==> src/rtl/wb_protocol_monitor.sv <==
// rtl/wb_protocol_monitor.sv - passive Wishbone classic-cycle protocol monitor
// Flags bus rule violations and tracks transfer counts and worst termination latency.
module wb_protocol_monitor #(
    parameter int ADDR_W      = 5,
    parameter int DATA_W      = 32,
    parameter int SEL_W       = 4,
    parameter int ACK_TIMEOUT = 16,
    parameter int CNT_W       = 16,
    parameter int RETRY_EN    = 1
) (
    input  logic              wb_clk_i,
    input  logic              wb_rst_i,
    input  logic [ADDR_W-1:0] wb_adr_i,
    input  logic [DATA_W-1:0] wb_dat_i,
    input  logic              wb_we_i,
    input  logic [SEL_W-1:0]  wb_sel_i,
    input  logic              wb_stb_i,
    input  logic              wb_cyc_i,
    input  logic              wb_ack_i,
    input  logic              wb_err_i,
    input  logic              wb_rty_i,
    input  logic              viol_clr_i,
    output logic [5:0]        viol_o,
    output logic [5:0]        viol_sticky_o,
    output logic              busy_o,
    output logic [CNT_W-1:0]  rd_cnt_o,
    output logic [CNT_W-1:0]  wr_cnt_o,
    output logic [CNT_W-1:0]  wait_max_o
);

    // Request age saturates one past the timeout so the timeout compare matches only once.
    localparam int AGE_W = $clog2(ACK_TIMEOUT + 2);
    localparam logic [AGE_W-1:0] AGE_SAT = AGE_W'(ACK_TIMEOUT + 1);
    localparam logic [AGE_W-1:0] AGE_TMO = AGE_W'(ACK_TIMEOUT);

    typedef enum logic [1:0] {
        ST_IDLE,
        ST_CYC,
        ST_WAIT
    } state_t;

    state_t state_q, state_d;

    logic [ADDR_W-1:0] adr_snap_q;
    logic [DATA_W-1:0] dat_snap_q;
    logic [SEL_W-1:0]  sel_snap_q;
    logic              we_snap_q;
    logic [CNT_W-1:0]  wait_cnt_q;
    logic [CNT_W-1:0]  wait_cur;
    logic [AGE_W-1:0]  age_q;
    logic [AGE_W-1:0]  age_cur;
    logic [5:0]        viol_q, sticky_q, viol_d;
    logic [CNT_W-1:0]  rd_cnt_q, wr_cnt_q, wait_max_q;

    logic err_v, rty_v, req, term, in_wait, start, changed;

    assign err_v   = (RETRY_EN != 0) & wb_err_i;
    assign rty_v   = (RETRY_EN != 0) & wb_rty_i;
    assign req     = wb_cyc_i & wb_stb_i;
    assign term    = wb_ack_i | err_v | rty_v;
    assign in_wait = (state_q == ST_WAIT);
    assign start   = req & ~in_wait;

    assign changed = (wb_adr_i != adr_snap_q) | (wb_sel_i != sel_snap_q) |
                     (wb_we_i != we_snap_q) | (we_snap_q & (wb_dat_i != dat_snap_q));

    // Latency and age of the current request, counting this cycle.
    assign wait_cur = start ? CNT_W'(1) :
                      ((wait_cnt_q == {CNT_W{1'b1}}) ? wait_cnt_q : wait_cnt_q + CNT_W'(1));
    assign age_cur  = start ? AGE_W'(1) :
                      ((age_q == AGE_SAT) ? age_q : age_q + AGE_W'(1));

    always_comb begin
        viol_d    = 6'b0;
        viol_d[0] = wb_stb_i & ~wb_cyc_i;
        viol_d[1] = in_wait & ~req;
        viol_d[2] = in_wait & req & changed;
        viol_d[3] = (wb_ack_i & err_v) | (wb_ack_i & rty_v) | (err_v & rty_v);
        viol_d[4] = term & ~req;
        viol_d[5] = req & ~term & (age_cur == AGE_TMO);
    end

    always_comb begin
        state_d = ST_IDLE;
        if (req && !term) begin
            state_d = ST_WAIT;
        end else if (wb_cyc_i) begin
            state_d = ST_CYC;
        end
    end

    always_ff @(posedge wb_clk_i) begin
        if (wb_rst_i) begin
            state_q    <= ST_IDLE;
            adr_snap_q <= '0;
            dat_snap_q <= '0;
            sel_snap_q <= '0;
            we_snap_q  <= 1'b0;
            wait_cnt_q <= '0;
            age_q      <= '0;
            viol_q     <= '0;
            sticky_q   <= '0;
            rd_cnt_q   <= '0;
            wr_cnt_q   <= '0;
            wait_max_q <= '0;
        end else begin
            state_q  <= state_d;
            viol_q   <= viol_d;
            sticky_q <= (sticky_q & ~{6{viol_clr_i}}) | viol_d;
            if (start) begin
                adr_snap_q <= wb_adr_i;
                dat_snap_q <= wb_dat_i;
                sel_snap_q <= wb_sel_i;
                we_snap_q  <= wb_we_i;
            end
            if (req) begin
                wait_cnt_q <= wait_cur;
                age_q      <= age_cur;
            end
            if (req && term && (wait_cur > wait_max_q)) begin
                wait_max_q <= wait_cur;
            end
            if (req && wb_ack_i) begin
                if (wb_we_i) begin
                    wr_cnt_q <= wr_cnt_q + CNT_W'(1);
                end else begin
                    rd_cnt_q <= rd_cnt_q + CNT_W'(1);
                end
            end
        end
    end

    assign viol_o        = viol_q;
    assign viol_sticky_o = sticky_q;
    assign busy_o        = in_wait;
    assign rd_cnt_o      = rd_cnt_q;
    assign wr_cnt_o      = wr_cnt_q;
    assign wait_max_o    = wait_max_q;

endmodule

==> config.mk <==
export PLATFORM = sky130hd
export DESIGN_NAME = wb_protocol_monitor
export DESIGN_NICKNAME = d
export VERILOG_FILES = /design/src/rtl/wb_protocol_monitor.sv
export SDC_FILE = /design/constraint.sdc
export NUM_CORES = 1
export LEC_CHECK = 0
export BUFFER_PORTS_ARGS = -buffer_cell sky130_fd_sc_hd__buf_2
export CAP_MARGIN = 5
export CORE_MARGIN = 5
export CORE_UTILIZATION = 40
export CTS_BUF_LIST = sky130_fd_sc_hd__clkbuf_2
export DETAILED_ROUTE_END_ITERATION = 7
export GPL_ROUTABILITY_DRIVEN = 1
export HOLD_SLACK_MARGIN = 0.12
export PLACE_DENSITY_LB_ADDON = 0.25
export SLEW_MARGIN = 40
export SYNTH_ARGS = -nofsm -noshare
export SYNTH_HDL_FRONTEND = slang
export SYNTH_SLANG_ARGS = --single-unit
==> constraint.sdc <==
create_clock -name wb_clk_i -period 10 [get_ports wb_clk_i]
set_clock_uncertainty 0.2 [all_clocks]
set_input_delay 1 -clock wb_clk_i [delete_from_list [all_inputs] [get_ports wb_clk_i]]
set_output_delay 1 -clock wb_clk_i [all_outputs]
set_load 0.05 [all_outputs]
; ---- Word level (Yosys, flattened, before mapping)
; Index checks and enable logic that the tools add are counted.
[word_totals]
register_bits = 125
inputBits = 50
wordCells = 68
[op_classes]
reduce_logical = 8
muxes = 6
bitwise_logic = 28
n_lt_le_gt_ge = 1
addsub = 4
eq_ne = 8
[ops]
columns = cell, n
row1 = 16-bit by 1-bit adder with 16-bit output (second input constant), 3
row2 = 16-bit 2-to-1 mux, 2
row3 = 32-bit != test, 1
row4 = 16-bit == test (second input constant), 1
row5 = 16-bit > comparator, 1
row6 = 1-bit bitwise AND, 13
row7 = 5-bit == test (second input constant), 2
row8 = 5-bit 2-to-1 mux, 2
row9 = 1-bit OR, 7
row10 = 6-bit bitwise AND, 1
row11 = 6-bit NOT, 1
row12 = 6-bit OR, 1
row13 = 5-bit by 1-bit adder with 5-bit output (second input constant), 1
row14 = 5-bit != test, 1
row15 = 1-bit NOT, 5
row16 = 1-bit logical AND, 4
row17 = 4-bit != test, 1
row18 = 2-bit AND reduction, 2
row19 = 2-bit == test (second input constant), 1
row20 = 2-bit 2-to-1 mux, 1
row21 = 2-bit OR reduction, 1
row22 = 1-bit zero test, 1
row23 = 1-bit 2-to-1 mux, 1
row24 = 1-bit != test, 1

; ---- Logic depth before layout (Yosys ltp)
[logic_depth]
word_depth = 7
depth_mapped = 16

; ---- Worst setup path after synthesis
; OpenSTA, ideal clock, no wires.
[synth_timing]
kind = input-to-reg
from = input port wb_cyc_i
to = register wait_max_q[9], in the netlist wait_max_o[9]
path_buffers = 5
required_time_ns = 9.666
setup_time_ns = 0.134
t_arrival_ns = 3.471
path_slack_ns = 6.195
stages = 15
cell_sequence = nand2_1 > buf_2 > nor2_1 > buf_2 > buf_4 > a21oi_1 > ha_1 > nor2b_1 > o211ai_1 > a2111oi_2 > or4b_1 > buf_4 > buf_2 > nand3_1 > a21oi_1
[synth_via]
elab_chain_len = 5
elab_cells_between_ends = 6
classes_between = 1 x order compare / 1 x mux / 2 x bitwise / 2 x reduce/logical
[synth_rtl]
columns = element, line_no
row1 = start: declaration, 18  ; input logic wb_cyc_i,
row2 = 1-bit bitwise AND, 59  ; assign req = wb_cyc_i & wb_stb_i;
row3 = 1-bit bitwise AND, 62  ; assign start = req & ~in_wait;
row4 = 16-bit 2-to-1 mux, 68  ; assign wait_cur = start ? CNT_W'(1) :
row5 = via wait_cur[1], 49  ; logic [CNT_W-1:0] wait_cur;
row6 = 16-bit > comparator, 120  ; if (req && term && (wait_cur > wait_max_q)) begin
row7 = 1-bit logical AND, 120
row8 = end signal: assignment, 121  ; wait_max_q <= wait_cur;
row9 = end: declaration, 53  ; logic [CNT_W-1:0] rd_cnt_q, wr_cnt_q, wait_max_q;
; The timed path passes the listed nets, and every way through them passes these cells.
; A chain may end at the register's enable or synchronous reset.

; ---- Worst setup path after layout
[layout_timing]
from = register wait_cnt_q[0]
to = register wait_max_q[0], in the netlist wait_max_o[0]
[layout_via]
elab_chain_len = 5
elab_cells_between_ends = 6
classes_between = 1 x add/sub / 1 x order compare / 1 x eq/ne / 2 x mux / 1 x reduce/logical
[layout_rtl]
columns = element, line_no
row1 = start: declaration, 48  ; logic [CNT_W-1:0] wait_cnt_q;
row2 = start signal: assignment, 117  ; wait_cnt_q <= wait_cur;
row3 = 16-bit by 1-bit adder with 16-bit output or 16-bit == test (tied branches), 69  ; ((wait_cnt_q == {CNT_W{1'b1}}) ? wait_cnt_q : wait_cnt_q + CNT_W'(1));
row4 = 16-bit 2-to-1 mux (*), 69
row5 = 16-bit 2-to-1 mux (*), 68
row6 = via wait_cur[1], 49
row7 = 16-bit > comparator (*), 120
row8 = 1-bit logical AND (*), 120
; The timed path passes the listed nets; every way through them passes the cells marked *.

==> results.md <==
* Total gr overflow at 0
* Hold slack at 0.265 ns
* Leakage at approximately 2.9 nW
* Status: finished, final reports clean
* Area of the core at between 15000 and 20000 sq um
* R2R depth at 12
* Top layer in use: met5
* Final Wtd Congestion at about 0.85
* Dpl cell area at 6880 sq um
* WP data required at between 10 and 15 ns
* Period utilisation layout at about two fifths
* Sequential fraction of the synthesis area at 40.4%
* Hold depth at 1
* Final core occ at around 46%
* Slowest cell on crit path: or4b_1
* Io pins at 111
* Post-synth EDFFs at 0
* WHS Endpoint: viol_sticky_o[2]$_SDFF_PP0_
* Initial DRT Pass Iterations at 4
* Setup repair bufs after CTS at 0
* Resized cells post-CTS at 0
* Die area at 18100 sq um
* Max-slew violation count at 0
* Slew HR at 50.1%
* Initial DRC Count at about 350
* Drt drc at 0
* Total power at around 0.88 mW
* Total GRT Usage at between 10% and 20%
* DR WL met3 at 945 um
* R2r setup slk at slightly below 6 ns
* Post-route ant nets at 0
* Yosys top cell area share at between 40% and 50%
* Fmax achieved at 240 MHz
* Crit path cell chain: ha_1 > nand3_1 > or2_1 > o41ai_1 > a21oi_1 > ha_1 > nor2b_1 > o211ai_1 > a2111oi_2 > or4b_1 > a21oi_1 > a311oi_1
* Mapped Cells at around 770
* Area grow syn2layout at 13.9%
* Routed wl met2 at approximately 7.4 mm
* CP endpoint kind: register
* Final instance area at between 7000 and 8000 sq um
* Mean Syn Cell Area at about 8.1 sq um
* Synth Warn # at 0
* Htree depth at 4
* RSZ-0062 raised after global routing: no
* Peak supply drop at ~0.000067 V
* Clock transition at path regs at approximately 0.17 ns
* Predominant post-synthesis flop cell: dfxtp_1
* Global-route wire length before repair at about 26 mm
* Synthesized area at a little over 6000 sq um
* Die W at approximately 130 um
* Yosys top cell by area: dfxtp_1
* Critical Path Source Type: register
* Pwr dens at roughly 120 nW/um^2
* Setup TNS at 0 ns
* Crit path kind: register to register
* # setup viols final at 0
* Reg2Reg Capture Point: wait_max_o[0]$_SDFFE_PP0P_
* CTS root buffer: clkbuf_2
* Max_cap viols at 0
* Largest net degree at the start of global routing at 96
* Post-DP HPWL at about 11 mm
* Max Root-Sink Buffers at 2
* Critical R2R Launch: wait_cnt_q[0]$_SDFFE_PP0P_
* Dominant cells by area after synthesis: dfxtp_1, nand2_1, a21oi_1, xor2_1, ha_1
* Die Y at approximately 130 um
* CTS buffer count at 17
* Via/cell ratio at between 5 and 6
* Worst slew pin tran at 0.745 ns
* CTS tree: yes
* Most frequent cell after synthesis: nand2_1
* Final nets at between 900 and 1000
* Fraction of registers with async set or reset after synthesis at 0%
* CP Max Fanout at 17
* Number of global-route vias before repair at 5174
* PortBufs at 110
* Clock Latency Late Sink at between 0.7 and 0.8 ns
* Hold Crit Start: viol_sticky_o[2]$_SDFF_PP0_
* # rows at 45
* WL final at around 16 mm
* Syn nets at approximately 840
* Yosys cell types at 61
* Total number of vias at roughly 5600
* Hold-fix buffers, CTS at 0
* DR WL/cell at 14.9 um
* Share of cells above drive strength 1 at between 10% and 20%
* Commonest cells post-synth: nand2_1, dfxtp_1, a21oi_1, nor2_1, xor2_1
* Initial Util at between 40 and 50%
* Worst path max stage delay at ~0.60 ns
* Final min period at ~4.2 ns
* Yosys reg bits at approximately 130
* Worst EP arrival at between 4 and 5 ns
* Initial antenna violation count at 1
* Type of the worst min-delay path: register to register
* Sink Count at about 130
* Final Hold Viols at 0
* Met1 Wirelength at approximately 7 mm
## logic make-up after synthesis
kind of cell | count (synthesis) | synth area share, %
adders and majority gates | 21 | 4.24
xor gates and xnor gates | 70 | 9.89
and+or+nand+nor | 318 | 25.2
buffers and inverters | 65 | 4.36
DFF | 125 | 40.4
AOI/OAI and AO/OA | 162 | 15.2
muxes | 4 | 0.646
## cell type report
class | instances | area, sq um
Sequential cell | 125 | 2500
Timing Repair Buffer | 116 | 602
Tap cell | 188 | 235
Antenna cell | 1 | 2.50
Fill cell | 1546 | 8140
Inverter | 25 | 93.8
Clock buffer | 20 | 100
Clock inverter | 11 | 77.6
Multi-Input combinational cell | 575 | 3450
## placed cells by master (no fill, tap or decap), types with 20 or more instances in the layout
| master | n |
|---|---|
| o21ai_0 | 28 |
| nand4_1 | 21 |
| xor2_1 | 41 |
| xnor2_1 | 29 |
| nor2_1 | 47 |
| inv_1 | 24 |
| dfxtp_1 | 125 |
| nand2_1 | 139 |
| buf_2 | 109 |
| clkbuf_2 | 20 |
| nand3_1 | 36 |
| a21oi_1 | 96 |
| ha_1 | 21 |
## sequential cells by signal, indices dropped and copies added (netlist names)
register and flops:
adr_snap_q 5, age_q 5, dat_snap_q 32, rd_cnt_o 16, sel_snap_q 4, state_q 2, viol_o 6, viol_sticky_o 6
wait_cnt_q 16, wait_max_o 16, we_snap_q 1, wr_cnt_o 16
## metrics by stage
step | instances | setup slack (ns)
detailed placement | 1029 | 5.21
finish | 1061 | 5.83
global placement | 1029 | 5.16
floorplan | 765 | 6.19
global route | 1060 | 5.59
CTS | 1060 | 5.83
## worst max path at each step
stage / to / startpoint / cells past startpoint / slack [ns]
after floorplan: wait_max_o[9]$_SDFFE_PP0P_ / wb_cyc_i / 15 / 6.19
after global placement: wait_max_o[8]$_SDFFE_PP0P_ / wb_cyc_i / 14 / 5.16
after detailed placement: wait_max_o[0]$_SDFFE_PP0P_ / wb_cyc_i / 13 / 5.21
after CTS: wait_max_o[0]$_SDFFE_PP0P_ / wait_cnt_q[0]$_SDFFE_PP0P_ / 12 / 5.83
after global routing: wait_max_o[0]$_SDFFE_PP0P_ / state_q[0]$_SDFF_PP0_ / 12 / 5.59
final: wait_max_o[0]$_SDFFE_PP0P_ / wait_cnt_q[0]$_SDFFE_PP0P_ / 12 / 5.83
## worst max-delay path: cells and delay by family (launching register included)
family / cells / cell delay, ns
flops: 1 / 0.47
simple gates: 4 / 1.21
compound gates: 6 / 1.50
fa+ha+maj: 2 / 0.69
## per-layer routing
layer  track usage [%]  vias to the layer above
met5                 0                        -
met4              7.18                        2
met3              5.10                       25
met2              27.8                      142
met1              21.9                     2532
li1                  -                     2852
## where the power goes
part / switching, mW / internal, mW / total [mW]
clock: 0.183 / 0.0856 / 0.269
sequential: 0.00782 / 0.510 / 0.518
combinational: 0.0628 / 0.0328 / 0.0956
(Power assumes the default switching activity.)
